`config.mk`:
```
export PLATFORM = sky130hd
export DESIGN_NAME = bin_search_ctrl
export DESIGN_NICKNAME = d
export VERILOG_FILES = /design/src/rtl/bin_search_pkg.sv /design/src/rtl/bin_search_ctrl_dp.sv /design/src/rtl/bin_search_ctrl.sv
export SDC_FILE = /design/constraint.sdc
export NUM_CORES = 1
export LEC_CHECK = 0
export ABC_CLOCK_PERIOD_IN_PS = 5300
export BUFFER_PORTS_ARGS = -buffer_cell sky130_fd_sc_hd__buf_4
export CORE_AREA = 2 2 93 95
export DETAILED_ROUTE_END_ITERATION = 10
export DIE_AREA = 0 0 95 97
export PLACE_DENSITY_LB_ADDON = 0.15
export SYNTH_ARGS = -nofsm -noshare
export SYNTH_HDL_FRONTEND = slang
export SYNTH_SLANG_ARGS = --single-unit
```
`constraint.sdc`:
```
create_clock -name clk -period 5.3 [get_ports clk]
set_clock_uncertainty 0.05 [all_clocks]
set_input_delay 1.06 -clock clk [delete_from_list [all_inputs] [get_ports clk]]
set_output_delay 1.06 -clock clk [all_outputs]
set_load 0.02 [all_outputs]
```
`src/rtl/bin_search_pkg.sv`:
```
// Shared definitions for the binary-search controller: FSM state encoding,
// one-hot comparator flag codes and the default operand width.
package bin_search_pkg;

    // Default operand / probe width
    localparam int DEFAULT_WIDTH = 8;

    // Controller states: one probe runs SET -> WAIT -> EVAL
    typedef enum logic [2:0] {
        ST_IDLE = 3'd0,
        ST_SET  = 3'd1,
        ST_WAIT = 3'd2,
        ST_EVAL = 3'd3,
        ST_DONE = 3'd4
    } state_t;

    // Comparator flags packed as {equal, larger, smaller}; exactly one is legal
    localparam logic [2:0] FLAG_EQ = 3'b100;
    localparam logic [2:0] FLAG_GT = 3'b010;
    localparam logic [2:0] FLAG_LT = 3'b001;

endpackage

```
`src/rtl/bin_search_ctrl_dp.sv`:
```
// Search-range datapath: holds the lo/hi bounds and the registered probe
// (midpoint), and reports when the probe sits on either end of the range.
module bin_search_dp
    import bin_search_pkg::*;
#(
    parameter int WIDTH = DEFAULT_WIDTH
) (
    input  logic             clk,
    input  logic             rst,
    input  logic             init,
    input  logic             load_mid,
    input  logic             step_up,
    input  logic             step_down,
    output logic [WIDTH-1:0] probe,
    output logic             at_lo,
    output logic             at_hi
);

    localparam logic [WIDTH-1:0] MAX_VAL = '1;
    localparam logic [WIDTH-1:0] ONE     = {{(WIDTH-1){1'b0}}, 1'b1};

    logic [WIDTH-1:0] lo;
    logic [WIDTH-1:0] hi;
    logic [WIDTH:0]   sum;
    logic [WIDTH-1:0] mid;

    // Midpoint uses one extra bit so lo+hi can never overflow
    assign sum = {1'b0, lo} + {1'b0, hi};
    assign mid = sum[WIDTH:1];

    // Range bounds and probe register; probe keeps its value between searches
    always_ff @(posedge clk or negedge rst) begin
        if (!rst) begin
            lo    <= '0;
            hi    <= MAX_VAL;
            probe <= '0;
        end else begin
            if (init) begin
                lo <= '0;
                hi <= MAX_VAL;
            end else begin
                if (step_up) begin
                    lo <= probe + ONE;
                end
                if (step_down) begin
                    hi <= probe - ONE;
                end
            end
            if (load_mid) begin
                probe <= mid;
            end
        end
    end

    // A probe on a range end cannot move further that way without wrapping
    assign at_lo = (probe == lo);
    assign at_hi = (probe == hi);

endmodule

```
`src/rtl/bin_search_ctrl.sv`:
```
// Binary-search controller: drives the comparator B operand, waits out the
// comparator latency, then narrows the range from the equal/larger/smaller
// flags until a match, an exhausted range, bad flags or the probe budget.
module bin_search_ctrl
    import bin_search_pkg::*;
#(
    parameter int WIDTH     = DEFAULT_WIDTH,
    parameter int CMP_LAT   = 1,
    parameter int MAX_STEPS = WIDTH + 1
) (
    input  logic             clk,
    input  logic             rst,
    input  logic             start,
    input  logic             equal,
    input  logic             larger,
    input  logic             smaller,
    output logic [WIDTH-1:0] probe,
    output logic             busy,
    output logic             done,
    output logic             found,
    output logic [WIDTH-1:0] result,
    output logic [3:0]       steps
);

    localparam int             CW         = $clog2(CMP_LAT + 1);
    localparam logic [CW-1:0]  LAT_LOAD   = CW'(CMP_LAT);
    localparam logic [CW-1:0]  CNT_ONE    = CW'(1);
    localparam logic [3:0]     STEP_LIMIT = 4'(MAX_STEPS);

    state_t          state;
    state_t          state_next;
    logic [CW-1:0]   wait_cnt;
    logic [2:0]      flags;
    logic [3:0]      steps_inc;
    logic            dp_init;
    logic            dp_load;
    logic            dp_up;
    logic            dp_down;
    logic            hit;
    logic            miss;
    logic            at_lo;
    logic            at_hi;

    assign flags = {equal, larger, smaller};

    bin_search_dp #(
        .WIDTH (WIDTH)
    ) u_dp (
        .clk       (clk),
        .rst       (rst),
        .init      (dp_init),
        .load_mid  (dp_load),
        .step_up   (dp_up),
        .step_down (dp_down),
        .probe     (probe),
        .at_lo     (at_lo),
        .at_hi     (at_hi)
    );

    // State register
    always_ff @(posedge clk or negedge rst) begin
        if (!rst) begin
            state <= ST_IDLE;
        end else begin
            state <= state_next;
        end
    end

    // Next state plus datapath strobes and the hit/miss verdict of each probe
    always_comb begin
        state_next = state;
        dp_init    = 1'b0;
        dp_load    = 1'b0;
        dp_up      = 1'b0;
        dp_down    = 1'b0;
        hit        = 1'b0;
        miss       = 1'b0;
        steps_inc  = steps + 4'd1;
        case (state)
            ST_IDLE: begin
                if (start) begin
                    dp_init    = 1'b1;
                    state_next = ST_SET;
                end
            end
            ST_SET: begin
                dp_load    = 1'b1;
                state_next = ST_WAIT;
            end
            ST_WAIT: begin
                if (wait_cnt == CNT_ONE) begin
                    state_next = ST_EVAL;
                end
            end
            ST_EVAL: begin
                state_next = ST_DONE;
                case (flags)
                    FLAG_EQ: begin
                        hit = 1'b1;
                    end
                    FLAG_GT: begin
                        if (at_hi || (steps_inc == STEP_LIMIT)) begin
                            miss = 1'b1;
                        end else begin
                            dp_up      = 1'b1;
                            state_next = ST_SET;
                        end
                    end
                    FLAG_LT: begin
                        if (at_lo || (steps_inc == STEP_LIMIT)) begin
                            miss = 1'b1;
                        end else begin
                            dp_down    = 1'b1;
                            state_next = ST_SET;
                        end
                    end
                    default: begin
                        miss = 1'b1;
                    end
                endcase
            end
            ST_DONE: begin
                state_next = ST_IDLE;
            end
            default: begin
                state_next = ST_IDLE;
            end
        endcase
    end

    // Wait counter, step counter and the user-visible status registers
    always_ff @(posedge clk or negedge rst) begin
        if (!rst) begin
            wait_cnt <= '0;
            steps    <= '0;
            busy     <= 1'b0;
            done     <= 1'b0;
            found    <= 1'b0;
            result   <= '0;
        end else begin
            done <= 1'b0;
            case (state)
                ST_IDLE: begin
                    if (start) begin
                        steps  <= '0;
                        found  <= 1'b0;
                        result <= '0;
                        busy   <= 1'b1;
                    end
                end
                ST_SET: begin
                    wait_cnt <= LAT_LOAD;
                end
                ST_WAIT: begin
                    wait_cnt <= wait_cnt - CNT_ONE;
                end
                ST_EVAL: begin
                    steps <= steps_inc;
                    if (hit) begin
                        found  <= 1'b1;
                        result <= probe;
                    end
                    if (miss) begin
                        found  <= 1'b0;
                        result <= '0;
                    end
                    if (hit || miss) begin
                        busy <= 1'b0;
                        done <= 1'b1;
                    end
                end
                default: begin
                end
            endcase
        end
    end

endmodule
```
==> Flow_metrics.wiki <==
{| class="wikitable"
! Metric !! Value
|-
| Type of destination of the critical path || output pin
|-
| Run status || complete, no violations
|-
| Post-layout min period || between 2000 and 2500 ps
|-
| Net count reported at finish || between 200 and 300
|-
| Internal reg-to-reg setup slack || approximately 3100 ps
|-
| Number of distinct library cells after synthesis || 45
|-
| Adder-cell area share of the yosys netlist || roughly 6.1%
|-
| Count of inserted antenna diode cells || 0
|-
| Number of cells on the worst hold path || 1
|-
| Maximum clock insertion buffer count || 2
|-
| Gate count of the mapped netlist || approximately 260
|-
| Maximum resistive drop on vdd || about 0.25 mV
|-
| Number of primary I/O pins || 29
|-
| CTS tree || done
|-
| Worst hold path type || reg -> reg
|-
| Actual slew at the worst max-slew pin || between 700 and 800 ps
|-
| Start-to-end type of the worst setup path || reg -> out
|-
| Largest delay share family, worst path || flip-flops
|-
| Synth Area in Compound Gates || a little over an eighth
|-
| Max-cap violation count || 0
|-
| Share of the core filled with cells || around 36%
|-
| Standby leakage power || ~0.0013 uW
|-
| Logic depth of the worst register-to-register path || 7
|-
| Fmax || ~430 MHz
|-
| Top area cells in the synthesized netlist || dfrtp_1 34%, xnor2_1 9.2%, dfstp_2 8.2%
|-
| #FFs+latches synth || 43
|-
| Critical-path cell list || buf_4
|-
| Final GP Congestion || between 0.7 and 0.8
|-
| Number of resized instances in the post-cts repair step || 0
|-
| Core ar. || approximately 8100 sq um
|-
| Global-route wire length before repair || 10000 um
|-
| Source of the worst register-to-register timing path || u_dp.hi[2]$_DFFE_PN1P_
|-
| Largest net degree at the start of global routing || 44
|-
| Post-detail-place hpwl || approximately 4200 um
|-
| Clk pin slew, worst setup/hold paths || 90 ps
|-
| Vias per cell || roughly 4.8
|-
| Share of layout cells above drive strength 1 || between 20% and 30%
|-
| Area share of the largest cell type after synthesis || between 30% and 40%
|-
| Clock root buffer || clkbuf_8
|-
| Residual DRC || 0
|-
| Arrival time of the worst setup path || 1210 ps
|-
| Syn Nets || around 280
|-
| Library cell with the largest summed area after synthesis || dfrtp_1
|-
| CTS Buf Count || 5
|-
| Number of global-route vias before repair || 1877
|-
| Share of synthesized cell area in and, or, nand and nor gates || 17.4%
|-
| Starting Density || 31.6%
|-
| Xor/xnor cell area share of the yosys netlist || between 10% and 20%
|-
| Largest incremental delay on the critical path || around 670 ps
|-
| Cell type of the slowest stage on the worst timing path || dfrtp_1
|-
| RSZ-0062 raised after global routing || false
|-
| Mapped cell area || around 2600 sq um
|-
| Num Clock Sinks || 43
|-
| Sequential fraction of the synthesis area || between 40 and 50%
|-
| Number of fill cells || slightly above 800
|-
| Area added between synthesis and finish || 12.6%
|-
| Die width || between 90 and 100 um
|-
| Power density normalized to cell area || 591 nW/um^2
|-
| Synth Area per Inst || 9.86 sq um
|-
| RR Endpoint || u_dp.probe[6]$_DFFE_PN0P_
|-
| Average wire length per cell after detail routing || roughly 15 um
|-
| Buffers and inverters on the worst path || 1
|-
| Number of antenna violations at the first check in global routing || 0
|-
| Iter 0 DRT Violations || just over 80
|-
| Main combinational cell family by area after synthesis || simple AND/OR/NAND/NOR gates
|-
| Number of flops mapped to enable cells by yosys || 0
|-
| Proportion of synthesized area in mux cells || between 3 and 4%
|-
| Pins over their slew limit || 0
|-
| Clock Latency Late Sink || 300 ps
|-
| Worst slew slack as a fraction of its limit || between 40 and 50%
|-
| Worst Min Path Start || found$_DFFE_PN0P_
|-
| Total Power || between 1500 and 2000 uW
|-
| Row cnt || 33
|-
| Number of hold buffers added after cts || 0
|-
| Via count || about 1800
|-
| TritonRoute pass-1 iters || 4
|-
| Synth warn || 0
|-
| Final period util || a little over two fifths
|-
| Hold worst-path end || found$_DFFE_PN0P_
|-
| # Post-CTS Setup Buffers || 0
|-
| Total congestion overflow || 0
|-
| Most common library cells after synthesis || 35 x dfrtp_1, 35 x nand2_1, 27 x xnor2_1
|-
| Routed Antenna Nets || 0
|-
| Die ar. || between 9000 and 10000 sq um
|-
| Critical path peak fanout || 11
|-
| Final total negative setup slack || 0 ps
|-
| Vertical extent of the die || 97 um
|-
| H-tree level count || 2
|-
| Required arrival time at the worst endpoint || 4190 ps
|-
| Crit path launch type || register
|-
| Global-route usage over all layers || ~14%
|-
| Final Routed Wirelength || slightly below 6000 um
|-
| Post-synthesis async set-or-reset flop share || 100%
|-
| Most instantiated flip-flop cell in the synthesis netlist || dfrtp_1
|-
| Count of endpoints failing hold in the final timing report || 0
|-
| Number of endpoints failing setup at the final stage || 0
|-
| Number of buffer cells added on primary ports || 28
|}
[metrics by stage]
step / hold slack [ps] / setup slack, ps / std cells / instance area [sq um]
floorplan: 474 / 3120 / 261 / 2570
CTS: 442 / 2970 / 384 / 2900
finish: 442 / 2980 / 384 / 2900
global route: 490 / 2910 / 384 / 2900
detailed placement: 421 / 2790 / 376 / 2810
global placement: 423 / 2790 / 376 / 2810
[registers in the layout, summed over array words and instances (netlist names), 3 cells and up]
name and cells:
u_dp.lo 8, u_dp.hi 8, u_dp.probe 8, result 8, steps 4, state 3
[how the worst max path moves through the flow]
stage | startpoint | to | depth (start not counted)
2_1_floorplan | equal | u_dp.hi[0]$_DFFE_PN1P_ | 5
3_3_place_gp | equal | u_dp.hi[5]$_DFFE_PN1P_ | 6
3_5_place_dp | equal | u_dp.lo[1]$_DFFE_PN0P_ | 6
4_1_cts | u_dp.probe[3]$_DFFE_PN0P_ | probe[3] | 1
5_1_grt | u_dp.probe[5]$_DFFE_PN0P_ | probe[5] | 1
6_report | u_dp.probe[3]$_DFFE_PN0P_ | probe[3] | 1
[metal layers]
layer  global-route usage, %  up-vias  wire length (um)
li1                        -      919                 -
met1                    19.7      890              2880
met2                    21.8       29              2800
met3                    3.58        5               189
met4                    3.12        0                36
met5                       0        -                 0
[cell families (layout without fill, tap and decap cells)]
family	count (synthesis)	count (layout)
adder cells (fa/ha/maj)	12	12
multiplexers	10	10
XOR/XNOR	34	34
flip-flops	43	43
AND/OR/NAND/NOR	86	86
AO/OA/AOI/OAI	51	51
buffers and inverters	25	43
[layout make-up]
class	instances	area [sq um]	share of cell area, %
Clock buffer	7	86.3	2.98
Tap cell	105	131	4.53
Clock inverter	1	5.00	0.173
Multi-Input combinational cell	193	1350	46.7
Sequential cell	43	1090	37.5
Timing Repair Buffer	28	210	7.25
Inverter	7	26.3	0.907
[power by group]
| part | internal [uW] | total [uW] | leakage [uW] | switching, uW |
|---|---|---|---|---|
| combinational | 395 | 824 | 0.000665 | 429 |
| clock | 105 | 227 | 0.0000482 | 121 |
| sequential | 451 | 663 | 0.000543 | 211 |
[placed cells by master (no fill, tap or decap), types with 6 or more instances in the layout]
master	instances
ha_1	11
dfrtp_1	35
a22o_1	9
nand2_1	35
xor2_1	7
nand3_1	6
buf_4	28
nor2_1	18
mux2i_1	9
inv_1	7
o21ai_0	12
dfstp_2	8
clkbuf_8	6
xnor2_1	27
Power figures use the tool's default switching activity.
